`config.mk`:
```
export PLATFORM = sky130hd
export DESIGN_NAME = regfile_dump_reader_flat
export DESIGN_NICKNAME = d
export VERILOG_FILES = /design/src/rtl/regfile_dump_reader_if.sv /design/src/rtl/regfile_dump_reader.sv /design/src/flat_wrapper.sv
export SDC_FILE = /design/constraint.sdc
export NUM_CORES = 1
export LEC_CHECK = 0
export CORE_ASPECT_RATIO = 0.75
export CORE_MARGIN = 2
export CORE_UTILIZATION = 25
export DETAILED_ROUTE_END_ITERATION = 10
export GPL_ROUTABILITY_DRIVEN = 0
export GPL_TIMING_DRIVEN = 0
export PLACE_DENSITY = 0.59
export SYNTH_ARGS = -nofsm -noshare
export SYNTH_HDL_FRONTEND = slang
export SYNTH_SLANG_ARGS = --single-unit
export TNS_END_PERCENT = 50
```
`constraint.sdc`:
```
create_clock -name clk -period 8.1 [get_ports clk]
set_input_delay 1.62 -clock clk [delete_from_list [all_inputs] [get_ports clk]]
set_output_delay 1.62 -clock clk [all_outputs]
set_load 0.05 [all_outputs]
```
`src/rtl/regfile_dump_reader_if.sv`:
```
// regfile_dump_reader_if: register-file read bus plus dump stream, seen from the reader side
interface regfile_dump_reader_if #(
  parameter int N      = 32,
  parameter int ADDR_W = 5
);
  logic [ADDR_W-1:0] Read_Register_1_o;
  logic [ADDR_W-1:0] Read_Register_2_o;
  logic [N-1:0]      Read_Data_1_i;
  logic [N-1:0]      Read_Data_2_i;
  logic              Dump_Valid_o;
  logic              Dump_Ready_i;
  logic [ADDR_W-1:0] Dump_Index_o;
  logic [N-1:0]      Dump_Data_o;
  logic              Dump_Last_o;
  modport master (
    output Read_Register_1_o, Read_Register_2_o, Dump_Valid_o, Dump_Index_o, Dump_Data_o, Dump_Last_o,
    input  Read_Data_1_i, Read_Data_2_i, Dump_Ready_i
  );
  modport slave (
    input  Read_Register_1_o, Read_Register_2_o, Dump_Valid_o, Dump_Index_o, Dump_Data_o, Dump_Last_o,
    output Read_Data_1_i, Read_Data_2_i, Dump_Ready_i
  );
endinterface

```
`src/rtl/regfile_dump_reader.sv`:
```
// regfile_dump_reader: drains a register file pairwise into a valid/ready stream with a running XOR checksum
module regfile_dump_reader #(
  parameter int N        = 32,
  parameter int NUM_REGS = 32,
  parameter int ADDR_W   = 5
) (
  input  logic                 clk,
  input  logic                 reset,
  input  logic                 Start_i,
  input  logic                 Abort_i,
  regfile_dump_reader_if.master bus,
  output logic                 Busy_o,
  output logic                 Done_o,
  output logic [N-1:0]         Checksum_o
);
  localparam int KW = ADDR_W - 1;
  localparam logic [KW-1:0] K_LAST = KW'(NUM_REGS / 2 - 1);
  typedef enum logic [2:0] {IDLE, READ, SEND_A, SEND_B, DONE} state_t;
  state_t            state_q;
  logic [KW-1:0]     k_q;
  logic [N-1:0]      b_q;
  logic [N-1:0]      data_q;
  logic [ADDR_W-1:0] idx_q;
  logic              valid_q;
  logic              last_q;
  logic              busy_q;
  logic              done_q;
  logic [N-1:0]      cks_q;
  logic              acc;
  assign acc                   = valid_q & bus.Dump_Ready_i;
  assign bus.Read_Register_1_o = {k_q, 1'b0};
  assign bus.Read_Register_2_o = {k_q, 1'b1};
  assign bus.Dump_Valid_o      = valid_q;
  assign bus.Dump_Index_o      = idx_q;
  assign bus.Dump_Data_o       = data_q;
  assign bus.Dump_Last_o       = last_q;
  assign Busy_o                = busy_q;
  assign Done_o                = done_q;
  assign Checksum_o            = cks_q;
  // data_q carries the word on offer, so the checksum folds in exactly what the sink accepted
  always_ff @(posedge clk or posedge reset) begin
    if (reset) begin
      state_q <= IDLE;
      k_q     <= '0;
      b_q     <= '0;
      data_q  <= '0;
      idx_q   <= '0;
      valid_q <= 1'b0;
      last_q  <= 1'b0;
      busy_q  <= 1'b0;
      done_q  <= 1'b0;
      cks_q   <= '0;
    end else begin
      done_q <= 1'b0;
      if (Abort_i && state_q inside {READ, SEND_A, SEND_B}) begin
        state_q <= IDLE;
        k_q     <= '0;
        valid_q <= 1'b0;
        last_q  <= 1'b0;
        busy_q  <= 1'b0;
      end else begin
        case (state_q)
          IDLE: if (Start_i) begin
            cks_q   <= '0;
            k_q     <= '0;
            busy_q  <= 1'b1;
            state_q <= READ;
          end
          READ: begin
            data_q  <= bus.Read_Data_1_i;
            b_q     <= bus.Read_Data_2_i;
            idx_q   <= {k_q, 1'b0};
            valid_q <= 1'b1;
            state_q <= SEND_A;
          end
          SEND_A: if (acc) begin
            cks_q   <= cks_q ^ data_q;
            data_q  <= b_q;
            idx_q   <= {k_q, 1'b1};
            last_q  <= k_q == K_LAST;
            state_q <= SEND_B;
          end
          SEND_B: if (acc) begin
            cks_q   <= cks_q ^ data_q;
            valid_q <= 1'b0;
            last_q  <= 1'b0;
            done_q  <= k_q == K_LAST;
            k_q     <= k_q == K_LAST ? k_q : k_q + 1'b1;
            state_q <= k_q == K_LAST ? DONE : READ;
          end
          DONE: begin
            k_q     <= '0;
            busy_q  <= 1'b0;
            state_q <= IDLE;
          end
          default: state_q <= IDLE;
        endcase
      end
    end
  end
endmodule

```
`src/flat_wrapper.sv`:
```
// flat-port wrapper written by rule: the top's interface ports become plain ports
module regfile_dump_reader_flat 
#(
  parameter int N        = 32,
  parameter int NUM_REGS = 32,
  parameter int ADDR_W   = 5
)
  (clk, reset, Start_i, Abort_i, Busy_o, Done_o, Checksum_o, bus_Read_Register_1_o, bus_Read_Register_2_o, bus_Dump_Valid_o, bus_Dump_Index_o, bus_Dump_Data_o, bus_Dump_Last_o, bus_Read_Data_1_i, bus_Read_Data_2_i, bus_Dump_Ready_i);
  regfile_dump_reader_if #(.N(N), .ADDR_W(ADDR_W)) bus_i ();
  input  logic clk;
  input  logic reset;
  input  logic Start_i;
  input  logic Abort_i;
  output logic Busy_o;
  output logic Done_o;
  output logic [N-1:0] Checksum_o;
  output wire logic [$bits(bus_i.Read_Register_1_o)-1:0] bus_Read_Register_1_o;
  output wire logic [$bits(bus_i.Read_Register_2_o)-1:0] bus_Read_Register_2_o;
  output wire logic [$bits(bus_i.Dump_Valid_o)-1:0] bus_Dump_Valid_o;
  output wire logic [$bits(bus_i.Dump_Index_o)-1:0] bus_Dump_Index_o;
  output wire logic [$bits(bus_i.Dump_Data_o)-1:0] bus_Dump_Data_o;
  output wire logic [$bits(bus_i.Dump_Last_o)-1:0] bus_Dump_Last_o;
  input wire logic [$bits(bus_i.Read_Data_1_i)-1:0] bus_Read_Data_1_i;
  input wire logic [$bits(bus_i.Read_Data_2_i)-1:0] bus_Read_Data_2_i;
  input wire logic [$bits(bus_i.Dump_Ready_i)-1:0] bus_Dump_Ready_i;
  assign bus_Read_Register_1_o = bus_i.Read_Register_1_o;
  assign bus_Read_Register_2_o = bus_i.Read_Register_2_o;
  assign bus_Dump_Valid_o = bus_i.Dump_Valid_o;
  assign bus_Dump_Index_o = bus_i.Dump_Index_o;
  assign bus_Dump_Data_o = bus_i.Dump_Data_o;
  assign bus_Dump_Last_o = bus_i.Dump_Last_o;
  assign bus_i.Read_Data_1_i = bus_Read_Data_1_i;
  assign bus_i.Read_Data_2_i = bus_Read_Data_2_i;
  assign bus_i.Dump_Ready_i = bus_Dump_Ready_i;
  regfile_dump_reader #(.N(N), .NUM_REGS(NUM_REGS), .ADDR_W(ADDR_W)) u_core (.clk(clk), .reset(reset), .Start_i(Start_i), .Abort_i(Abort_i), .bus(bus_i), .Busy_o(Busy_o), .Done_o(Done_o), .Checksum_o(Checksum_o));
endmodule
```
==> impl_metrics.json <==
{
  "run_status": "completed",
  "initial_core_util_pct": 25.6,
  "cts_hold_buffers": 0,
  "switchingPower_w": 0.00138,
  "cts_made_buffers": 9,
  "critPathRequiredTime_ns": 6.48,
  "critPathKind": "reg -> out",
  "final_antenna_net_count": 0,
  "place_ws_ns": 4.41,
  "synth_most_common_cell": "dfrtp_1",
  "async_flop_share_pct": 100,
  "whs_ns": 0.493,
  "post-dp-hpwl_um": 10400,
  "power.share.switching_pct": 46.3,
  "via_per_inst": 4.44,
  "h-tree-depth": 3,
  "maxUsedRoutingLayer": "met4",
  "yosysTopAreaCell": "dfrtp_1",
  "routed_wl_um": 14800,
  "fmax_mhz": 295,
  "dr.pass1.iters": 5,
  "period_needed_ns": 3.39,
  "postCtsSetupBuffers": 0,
  "crit_arrival_ns": 1.77,
  "critPathLaunch": "u_core.k_q[2]$_DFFE_PP0P_",
  "grt_max_degree": 69,
  "synth_flop_cell": "dfrtp_1",
  "grt_pass1_vias": 4043,
  "cts_resized": 0,
  "power_frac_seq_pct": 32.9,
  "drive_gt1_share_pct": 14.5,
  "yosys.area.top_type_share_pct": 53.9,
  "hold_class": "reg -> reg",
  "drc": 0,
  "finalClockSkew_ns": 0.00510,
  "ios": 152,
  "wl_met3_um": 1190,
  "grt_pass1_wl_um": 23200,
  "ys_warn_count": 0,
  "clkTransAtPathRegs_ns": 0.07,
  "p_clk_share_pct": 14.2,
  "p_comb_share_pct": 52.9,
  "powerDensity_mw_per_mm2": 405,
  "die-area_mm2": 0.0220,
  "cap_violations": 0,
  "r2r_cells": 6,
  "avgSynthCellArea_um2": 10.8,
  "ys_seq_area_share_pct": 53.9,
  "overflow": 0,
  "timing.final.hold_violations": 0,
  "intPower_w": 0.00160,
  "ys_top_cells_by_count": "dfrtp_1 (112), nor2_1 (71), a21oi_1 (69), nand2_1 (40), mux2_2 (34)",
  "tightest_slew_ns": 0.556,
  "period_share_pct": 41.9,
  "synth_edf_count": 0,
  "clk_latency_ns": 0.35,
  "syn_nets": 553,
  "num-nets-final": 714,
  "met2_length_um": 6130,
  "row_count": 45,
  "via_count": 4131,
  "yosysUniqueCellTypes": 42,
  "setup_viol": 0,
  "wl_met1_um": 7380,
  "fin_area_mm2": 0.00734,
  "drt_iter0_markers": 324,
  "routedWlPerCell_um": 15.9,
  "cts_tree": "yes",
  "area.growth.synth_to_final_pct": 41.3,
  "netlist_instances": 483,
  "root_buffer": "clkbuf_16",
  "grt_usage_pct": 13.9,
  "ys_ff_latch": 112,
  "synth_area_mm2": 0.00520,
  "p_leak_nw": 3.05,
  "antenna_found_initial": 0,
  "num_antenna_cells": 0,
  "die_x_um": 170,
  "io_buffers": 149,
  "synth_area_leaders": "dfrtp_1 (54%), mux2_2 (7.4%), a21oi_1 (6.6%)",
  "fin_tns_setup_ns": 0,
  "cp-start-kind": "register",
  "rsz0062_at_grt": "no",
  "dpl_cell_area_mm2": 0.00707,
  "r2r_end": "u_core.b_q[23]$_DFFE_PP0P_",
  "slew_headroom_pct": 62.8,
  "clkSinkCount": 112,
  "die_h_um": 129,
  "final_util_pct": 36.1,
  "ir_worst_vdd_uv": 159,
  "crit_end": "bus_Read_Register_2_o[3]",
  "layout_setup_ws_ns": 4.71,
  "worstReg2RegStart": "u_core.state_q[2]$_DFFE_PP0P_",
  "drv_slew": 0,
  "rrSetupSlack_ns": 6.10,
  "worstSetupEndpointType": "output port",
  "core_mm2": 0.0203,
  "path_max_fanout": 8,
  "clk_path_buf_depth": 2
}
-- worst min path at each step --
stage | endpoint | startpoint | depth (start not counted)
2_1_floorplan | u_core.b_q[11]$_DFFE_PP0P_ | u_core.b_q[11]$_DFFE_PP0P_ | 1
3_3_place_gp | u_core.bus.Dump_Index_o[3]$_DFFE_PP0P_ | u_core.bus.Dump_Index_o[3]$_DFFE_PP0P_ | 1
3_5_place_dp | u_core.bus.Dump_Index_o[3]$_DFFE_PP0P_ | u_core.bus.Dump_Index_o[3]$_DFFE_PP0P_ | 1
4_1_cts | u_core.bus.Dump_Index_o[3]$_DFFE_PP0P_ | u_core.bus.Dump_Index_o[3]$_DFFE_PP0P_ | 1
5_1_grt | u_core.bus.Dump_Index_o[3]$_DFFE_PP0P_ | u_core.bus.Dump_Index_o[3]$_DFFE_PP0P_ | 1
6_report | u_core.bus.Dump_Index_o[3]$_DFFE_PP0P_ | u_core.bus.Dump_Index_o[3]$_DFFE_PP0P_ | 1
-- critical path: stages (launching register included) --
cell             delay, ns
dfrtp_1               0.48
buf_4                 0.15
clkdlybuf4s50_1       0.79
-- sequential cells by signal (all words and copies together) (netlist names) --
register and cells:
u_core.state_q 3, u_core.Done_o 1, u_core.Busy_o 1, u_core.b_q 32
u_core.bus.Dump_Valid_o 1, u_core.bus.Dump_Last_o 1, u_core.bus.Dump_Index_o 5, u_core.bus.Dump_Data_o 32
u_core.k_q 4, u_core.Checksum_o 32
-- per-layer routing --
metal	up-vias	track usage, %
met5	-	0
met4	0	2.97
met3	9	4.80
met2	140	20.3
met1	1969	19.9
li1	2013	-
-- layout by cell type (no fill, tap or decap), types with 2 or more instances in the layout --
cell type	count
clkinvlp_4	2
a31o_1	30
mux2_1	3
a211oi_1	2
o21ai_0	4
clkbuf_16	9
inv_6	2
nand2b_1	3
clkdlybuf4s50_1	149
clkinv_4	2
a31oi_1	4
and2_1	2
inv_1	5
a21oi_1	69
clkbuf_1	4
nor2_1	71
nor3_1	2
mux2i_1	33
dfrtp_1	112
a31o_2	2
nand2_1	40
conb_1	2
buf_2	19
mux2_2	34
buf_4	10
buf_6	7
and3_1	4
-- power groups by stage --
stage | Sequential [W] | Clock, W | Combinational, W
4_1_cts | 0.000980 | 0.000443 | 0.00160
3_5_place_dp | 0.000990 | 0 | 0.00159
5_1_grt | 0.00102 | 0.000468 | 0.00169
3_3_place_gp | 0.000982 | 0 | 0.00158
2_1_floorplan | 0.00145 | 0 | 0.000587
6_report | 0.000980 | 0.000422 | 0.00158
-- cell type report --
| type | instances | area, µm² |
|---|---|---|
| fillers | 2041 | 13000 |
| flip-flops and latches | 112 | 2800 |
| multi-input cells | 325 | 2110 |
| repair buffers | 150 | 1520 |
| well taps | 282 | 353 |
| plain buffers | 40 | 264 |
| clock buffers | 9 | 225 |
| clock inverters | 6 | 46.3 |
| inverters | 6 | 27.5 |
-- kinds of logic after synthesis --
kind of cell               after synthesis  synth area share, %
buffers and inverters                   46                 5.51
AOI/OAI and AO/OA                      120                 15.0
other                                    2                0.145
and+or+nand+nor                        132                 10.8
muxes                                   70                 14.4
adders and majority gates                1                0.241
DFF                                    112                 53.9
-- metrics by stage --
stage	power (W)	instances
floorplan	0.00204	483
global placement	0.00256	914
detailed placement	0.00258	915
CTS	0.00302	930
global route	0.00317	930
finish	0.00298	930
Note: power is estimated with default switching activity, not from simulation.
